`src/rtl/branch_resolve_unit.sv`:
```
// EX-stage branch resolution: condition evaluation, registered redirect/flush,
// 2-bit BHT owned here and trained on resolved conditional branches.
module branch_resolve_unit #(
    parameter int BHT_ENTRIES = 64,
    parameter int IDX_W       = 6
) (
    input  logic        clk,
    input  logic        reset_n,
    input  logic [31:0] pc_if,
    output logic        pred_taken_if,
    input  logic        valid_ex,
    input  logic        stall_ex,
    input  logic        is_branch,
    input  logic        is_jump,
    input  logic [2:0]  funct3,
    input  logic [3:0]  flags,
    input  logic [31:0] pc_ex,
    input  logic [31:0] target_ex,
    input  logic        pred_taken_ex,
    output logic        redirect_valid,
    output logic [31:0] redirect_pc,
    output logic        flush,
    output logic [31:0] br_count,
    output logic [31:0] mispred_count
);

    logic [1:0]       bht_q [BHT_ENTRIES];
    logic [1:0]       bht_d [BHT_ENTRIES];
    logic             redirect_valid_q, redirect_valid_d;
    logic [31:0]      redirect_pc_q, redirect_pc_d;
    logic [31:0]      br_count_q, br_count_d;
    logic [31:0]      mispred_count_q, mispred_count_d;

    logic             flag_v, flag_c, flag_n, flag_z;
    logic             resolve, cond, known_f3, br_res, jmp_res, taken, mispred;
    logic [IDX_W-1:0] idx_if, idx_ex;
    logic             unused_pc_bits;

    assign {flag_v, flag_c, flag_n, flag_z} = flags;
    assign idx_if = pc_if[IDX_W+1:2];
    assign idx_ex = pc_ex[IDX_W+1:2];
    assign unused_pc_bits = ^{pc_if[31:IDX_W+2], pc_if[1:0]};

    // No bypass: fetch sees the pre-update counter on a same-index collision.
    assign pred_taken_if = bht_q[idx_if][1];

    always_comb begin
        cond     = 1'b0;
        known_f3 = 1'b1;
        case (funct3)
            3'b000:  cond = flag_z;
            3'b001:  cond = ~flag_z;
            3'b100:  cond = flag_n ^ flag_v;
            3'b101:  cond = ~(flag_n ^ flag_v);
            3'b110:  cond = ~flag_c;
            3'b111:  cond = flag_c;
            default: known_f3 = 1'b0;
        endcase
    end

    // A live flush means EX now holds a wrong-path instruction.
    assign resolve = valid_ex & ~stall_ex & ~redirect_valid_q;
    assign jmp_res = resolve & is_jump;
    assign br_res  = resolve & is_branch & ~is_jump & known_f3;
    assign taken   = cond;
    assign mispred = jmp_res | (br_res & (taken ^ pred_taken_ex));

    always_comb begin
        redirect_valid_d = mispred;
        redirect_pc_d    = redirect_pc_q;
        br_count_d       = br_count_q;
        mispred_count_d  = mispred_count_q;
        bht_d            = bht_q;
        if (mispred) begin
            if (jmp_res || taken)
                redirect_pc_d = target_ex;
            else
                redirect_pc_d = pc_ex + 32'd4;
            if (mispred_count_q != 32'hFFFF_FFFF)
                mispred_count_d = mispred_count_q + 32'd1;
        end
        if (br_res) begin
            if (br_count_q != 32'hFFFF_FFFF)
                br_count_d = br_count_q + 32'd1;
            if (taken && bht_q[idx_ex] != 2'b11)
                bht_d[idx_ex] = bht_q[idx_ex] + 2'b01;
            else if (!taken && bht_q[idx_ex] != 2'b00)
                bht_d[idx_ex] = bht_q[idx_ex] - 2'b01;
        end
    end

    always_ff @(posedge clk or negedge reset_n) begin
        if (!reset_n) begin
            redirect_valid_q <= 1'b0;
            redirect_pc_q    <= 32'd0;
            br_count_q       <= 32'd0;
            mispred_count_q  <= 32'd0;
            for (int i = 0; i < BHT_ENTRIES; i++)
                bht_q[i] <= 2'b01;
        end else begin
            redirect_valid_q <= redirect_valid_d;
            redirect_pc_q    <= redirect_pc_d;
            br_count_q       <= br_count_d;
            mispred_count_q  <= mispred_count_d;
            for (int i = 0; i < BHT_ENTRIES; i++)
                bht_q[i] <= bht_d[i];
        end
    end

    assign redirect_valid = redirect_valid_q;
    assign flush          = redirect_valid_q;
    assign redirect_pc    = redirect_pc_q;
    assign br_count       = br_count_q;
    assign mispred_count  = mispred_count_q;

endmodule

```
`config.mk`:
```
export PLATFORM = sky130hd
export DESIGN_NAME = branch_resolve_unit
export DESIGN_NICKNAME = d
export VERILOG_FILES = /design/src/rtl/branch_resolve_unit.sv
export SDC_FILE = /design/constraint.sdc
export NUM_CORES = 1
export LEC_CHECK = 0
export CORE_AREA = 3 3 319 164
export CTS_CLUSTER_SIZE = 24
export DETAILED_ROUTE_END_ITERATION = 12
export DIE_AREA = 0 0 322 167
export SYNTH_ARGS = -nofsm -noshare
export SYNTH_HDL_FRONTEND = slang
export SYNTH_SLANG_ARGS = --single-unit
```
`constraint.sdc`:
```
create_clock -name clk -period 3.1 [get_ports clk]
set_input_delay 0.31 -clock clk [delete_from_list [all_inputs] [get_ports clk]]
set_output_delay 0.31 -clock clk [all_outputs]
set_load 0.02 [all_outputs]
```
Word-level counts from Yosys, hierarchy flattened
Index checks and enable logic that the tools add are counted.

storage, ports and cells
  word-level logic and storage cells = 129
  bits of input ports = 110
  output and inout port bits = 99
  bits in registers = 225

operators by class
  muxes and demuxes = 15
  reduce and logical (&&, ||, !) cells = 12
  bitwise logic cells = 18
  equal/unequal tests = 8
  add/subtract/negate cells = 5
  $lt $le $gt $ge = 3

operators by type and width
  operator               count
  $bwmux 128             2
  $mux 128               2
  $add 32x1->32 const B  2
  $ne 32x32->1 const B   2
  $add 32x3->32 const B  1
  $mux 32                1
  $bmux 2 s6             2
  $ge 7x7->1 const B     2
  $not 6->7              2
  $demux 2 s6            1
  $eq 3x3->1 const B     4
  $mux 2                 5
  $and 1x1->1            7
  $lt 7x1->1 const B     1
  $not 1->1              6
  $pmux 1 s6             1
  $reduce_and 2->1       3
  $reduce_or 6->1        1
  $reduce_bool 2->1      2
  $eq 3x1->1 const B     1
  $logic_and 1x1->1      3
  $logic_not 3->1        1
  $add 2x1->2 const B    1
  $ne 2x2->1 const B     1
  other kinds (6)        7

Depth between registers and ports, before layout
  depth after elaboration = 9
  mapped depth = 16

Worst setup path after synthesis
OpenSTA, ideal clock, no wires.

  path type = input -> register
  from = input pc_ex[3]
  to = register bht_q[19] (netlist name)
  library setup time = 0.128 ns
  cell stages on the path = 14
  slack = -0.154 ns
  buffers on the path = 5
  arrival time = 3.127 ns
  data required time = 2.972 ns
  cell sequence = buf_4 buf_6 buf_6 buf_4 mux2_2 a221oi_1 o21ai_0 o2111ai_1 nand4_1 ha_1 mux2i_4 buf_6 nand4_1 mux2_1

between the ends
  word-level cells in the longest chain between the ends = 8

RTL lines
  item                                                               RTL line  source
  start: declaration                                                 17        input logic [31:0] pc_ex,
  $not 6->7 (implied by the code) (*)                                -
  $bmux 2 s6 (tied with other cells)                                 -
  $mux 2 (implied by the code) or $logic_and 1x1->1 (tied branches)  -
  $mux 2, on equally long branches                                   -
  $sub 2x1->2 (tied with other cells)                                88        bht_d[idx_ex] = bht_q[idx_ex] - 2'b01;
  $bwmux 128 (tied with other cells)                                 88
  $mux 128 or $reduce_bool 2->1 (tied branches)                      -
  $mux 128 or $reduce_and 2->1 (tied branches)                       -
  end signal: indexed assignment                                     106       bht_q[i] <= bht_d[i];
  end: declaration                                                   27        logic [1:0] bht_q [BHT_ENTRIES];

Every way passes the cells marked *; elsewhere a longest branch is shown, timed or not. The select of a mux whose other input is x is not followed.
A chain may end at the register's enable or synchronous reset.

Worst setup path after layout
  from = input pc_ex[4]
  to = register bht_q[115] (netlist name)

The elaborated chain is that of the path after synthesis.

==> flow_metrics.tcl <==
set metrics [dict create \
    dieWidth_um 322 \
    slew_headroom_pct 44.8 \
    synth_edf_count 0 \
    vdd_drop_max_uv 358 \
    timing.final.crit_period_ps 3020 \
    cp_slowest_stage_delay_ps 440 \
    start_util_pct 24.9 \
    tightest_slew_ps 828 \
    dr.pass1.iters 4 \
    cap_violations 0 \
    port_buffers 182 \
    setup_viol 0 \
    synth_nets 1209 \
    synthTopCellsByArea "dfrtp_1 33%, dfstp_2 14%, mux2_2 11%, mux4_2 4.9%, nand4_1 4.7%" \
    cp.depth 14 \
    synth_top_cell_by_area "dfrtp_1" \
    final_area_um2 16700 \
    cts_tree "yes" \
    row_count 58 \
    dpl.hpwl_mm 28.0 \
    rsz0062_at_grt "yes" \
    clock_sinks 225 \
    setup_tns_ps 0 \
    synth_top_area_share_pct 32.5 \
    hold_viol_final 0 \
    cp-start-kind "input port" \
    ant_nets 0 \
    synth_most_common_cell "dfrtp_1" \
    cts-root-buf "clkbuf_16" \
    synthArstFlopShare_pct 100 \
    finalCritPeriodShare_pct 97.3 \
    reg2reg_depth 12 \
    nNetsFinal 1466 \
    grt_max_degree 101 \
    areaGrowthSynthToFinish_pct 35.0 \
    cp.required_ps 3520 \
    worstReg2RegEnd "bht_q[115]" \
    cts_buffers 25 \
    crit_arrival_ps 3440 \
    crit_path_end "bht_q[115]" \
    hold_slack_ps 392 \
    first_global_vias 9833 \
    critical_path.top_delay_family "buffers and inverters" \
    cp_cell_sequence "clkdlybuf4s50_1 -> buf_12 -> nor2b_1 -> buf_4 -> a221oi_1 -> o22ai_1 -> a22oi_1 -> and4_1 -> ha_1 -> mux2i_4 -> buf_12 -> clkbuf_16 -> nand4_1 -> mux2_2" \
    clk_path_buf_depth 3 \
    fin_skew_ps 8.19 \
    final_layout_size_suffix_gt1_share_pct 29.4 \
    status "complete, no violations" \
    wl_per_cell_um 19.5 \
    post_dp_cell_area_um2 15700 \
    p_leak_nw 7.13 \
    fmax_mhz 331 \
    clk_latency_ps 540 \
    antenna_found_initial 1 \
    end_kind "flip-flop" \
    pwr_density_cell_nw_per_um2 482 \
    grt_overflow 0 \
    path_clk_slew_ps 60 \
    via_count 9989 \
    via_per_inst 4.92 \
    grt_pass1_wl_mm 60.3 \
    grtUsageTotal_pct 14.2 \
    synthFlopType "dfrtp_1" \
    ys_seq_area_share_pct 46.1 \
    synth_area_um2 12400 \
    ys_warn_count 0 \
    crit_fanout 14 \
    rrSetupSlack_ps 130 \
    ys_ff_latch 225 \
    die_h_um 167 \
    io_pins 209 \
    avgSynthCellArea_um2 11.3 \
    hp-class "in -> reg" \
    place_congestion 0.859 \
    core-area_um2 49800 \
    drtIter0Drc 664 \
    final_util_pct 33.6 \
    drc_errors 0 \
    path_common_cell "buf_12" \
    synth_common_cells "161 x dfrtp_1, 118 x mux2_2, 93 x nand4_1, 81 x nand2_1, 64 x dfstp_2" \
    htree_num_levels 1 \
    critPathLaunch "pc_ex[4]" \
    drv_slew 0 \
    synthCells 1094 \
    yosys.cell_types.count 73 \
    crit_type "in -> reg" \
    slowest_stage "clkdlybuf4s50_1" \
    wirelength_mm 39.7 \
    design.die.area_um2 53800 \
    crit_buf_inv 5 \
]
-- stage by stage --
step / total power [mW] / worst slack [ps] / std cells
after floorplan: 4.18 / 2.50 / 1094
after global placement: 5.10 / -308 / 1973
after detailed placement: 5.12 / -360 / 1973
after CTS: 8.08 / 46.2 / 2020
after global routing: 8.41 / -23.5 / 2031
final: 8.05 / 83.1 / 2031
-- cells in the final DEF (no fill, tap or decap), types with 3 or more instances in the layout --
cell             instances
a21oi_1                 11
a221oi_1                 6
a22oi_1                  8
a31oi_1                  4
and2_1                  11
and3_1                  19
and4_1                   9
buf_12                  18
buf_4                  101
clkbuf_1                 9
clkbuf_16               29
clkbuf_8                 5
clkdlybuf4s50_1        177
clkinv_2                 4
dfrtp_1                161
dfstp_2                 64
ha_1                     4
inv_1                   11
mux2_1                  24
mux2_2                 117
mux2i_1                 43
mux4_2                  27
nand2_1                 81
nand3_1                 41
nand4_1                 93
nor2_1                  31
nor2b_1                  3
nor3_1                  22
nor3_2                   3
nor3b_1                  4
nor3b_2                  4
nor4_1                  15
o211ai_1                 4
o21ai_0                 48
o21ai_1                  3
o2bb2ai_1                3
or2_2                    4
or3_1                    3
xnor2_1                 51
xor2_1                  35
-- worst min-delay path: stages --
cell	delay, ps
clkdlybuf4s50_1	390
mux2i_1	110
o21ai_0	80
-- cell families after synthesis --
logic type / synth area share, %
fa+ha+maj: 0.505
mux: 21.5
flops: 46.1
compound gates: 5.60
simple gates: 16.4
xor+xnor: 6.33
buf+inv: 3.57
-- metal layers --
layer / up-vias / GRT usage (%) / wire [µm]
met2: 236 / 23.2 / 19200
met3: 69 / 1.81 / 1700
met1: 5093 / 19.6 / 17700
met4: 0 / 4.01 / 1170
li1: 4591 / - / -
met5: - / 0 / 0
-- how the worst min path moves through the flow --
stage                              from         endpoint  slack, ps  depth (start not counted)
after floorplan                 reset_n       bht_q[101]         10                          0
after global placement          reset_n  redirect_pc[26]        410                          1
after detailed placement        reset_n  redirect_pc[26]        410                          1
after CTS                 target_ex[17]  redirect_pc[17]        380                          3
after global routing      target_ex[17]  redirect_pc[17]        420                          3
final                     target_ex[20]  redirect_pc[20]        390                          3
-- power by group --
part	internal, mW	total [mW]	switching, mW
Sequential	3.17	3.33	0.165
Combinational	0.828	1.80	0.968
Clock	1.70	2.93	1.23
Total	5.69	8.05	2.36
-- layout make-up --
type / count / area (µm²)
diodes: 1 / 2.50
clock buffers: 39 / 728
clock inverters: 7 / 66.3
fillers: 5018 / 33100
inverters: 12 / 45.0
multi-input cells: 781 / 6300
flip-flops and latches: 225 / 5710
well taps: 660 / 826
repair buffers: 306 / 3050
-- repair_timing --
action                                  CTS  global route
cloned                                    0             4
endpoints found under the setup margin    1            59
setup buffers                             0             6
hold buffers                              1             0
hold endpoints to repair                 66             0
resized for setup                         1             7
pin swaps                                 0             5
Power figures use the tool's default switching activity.
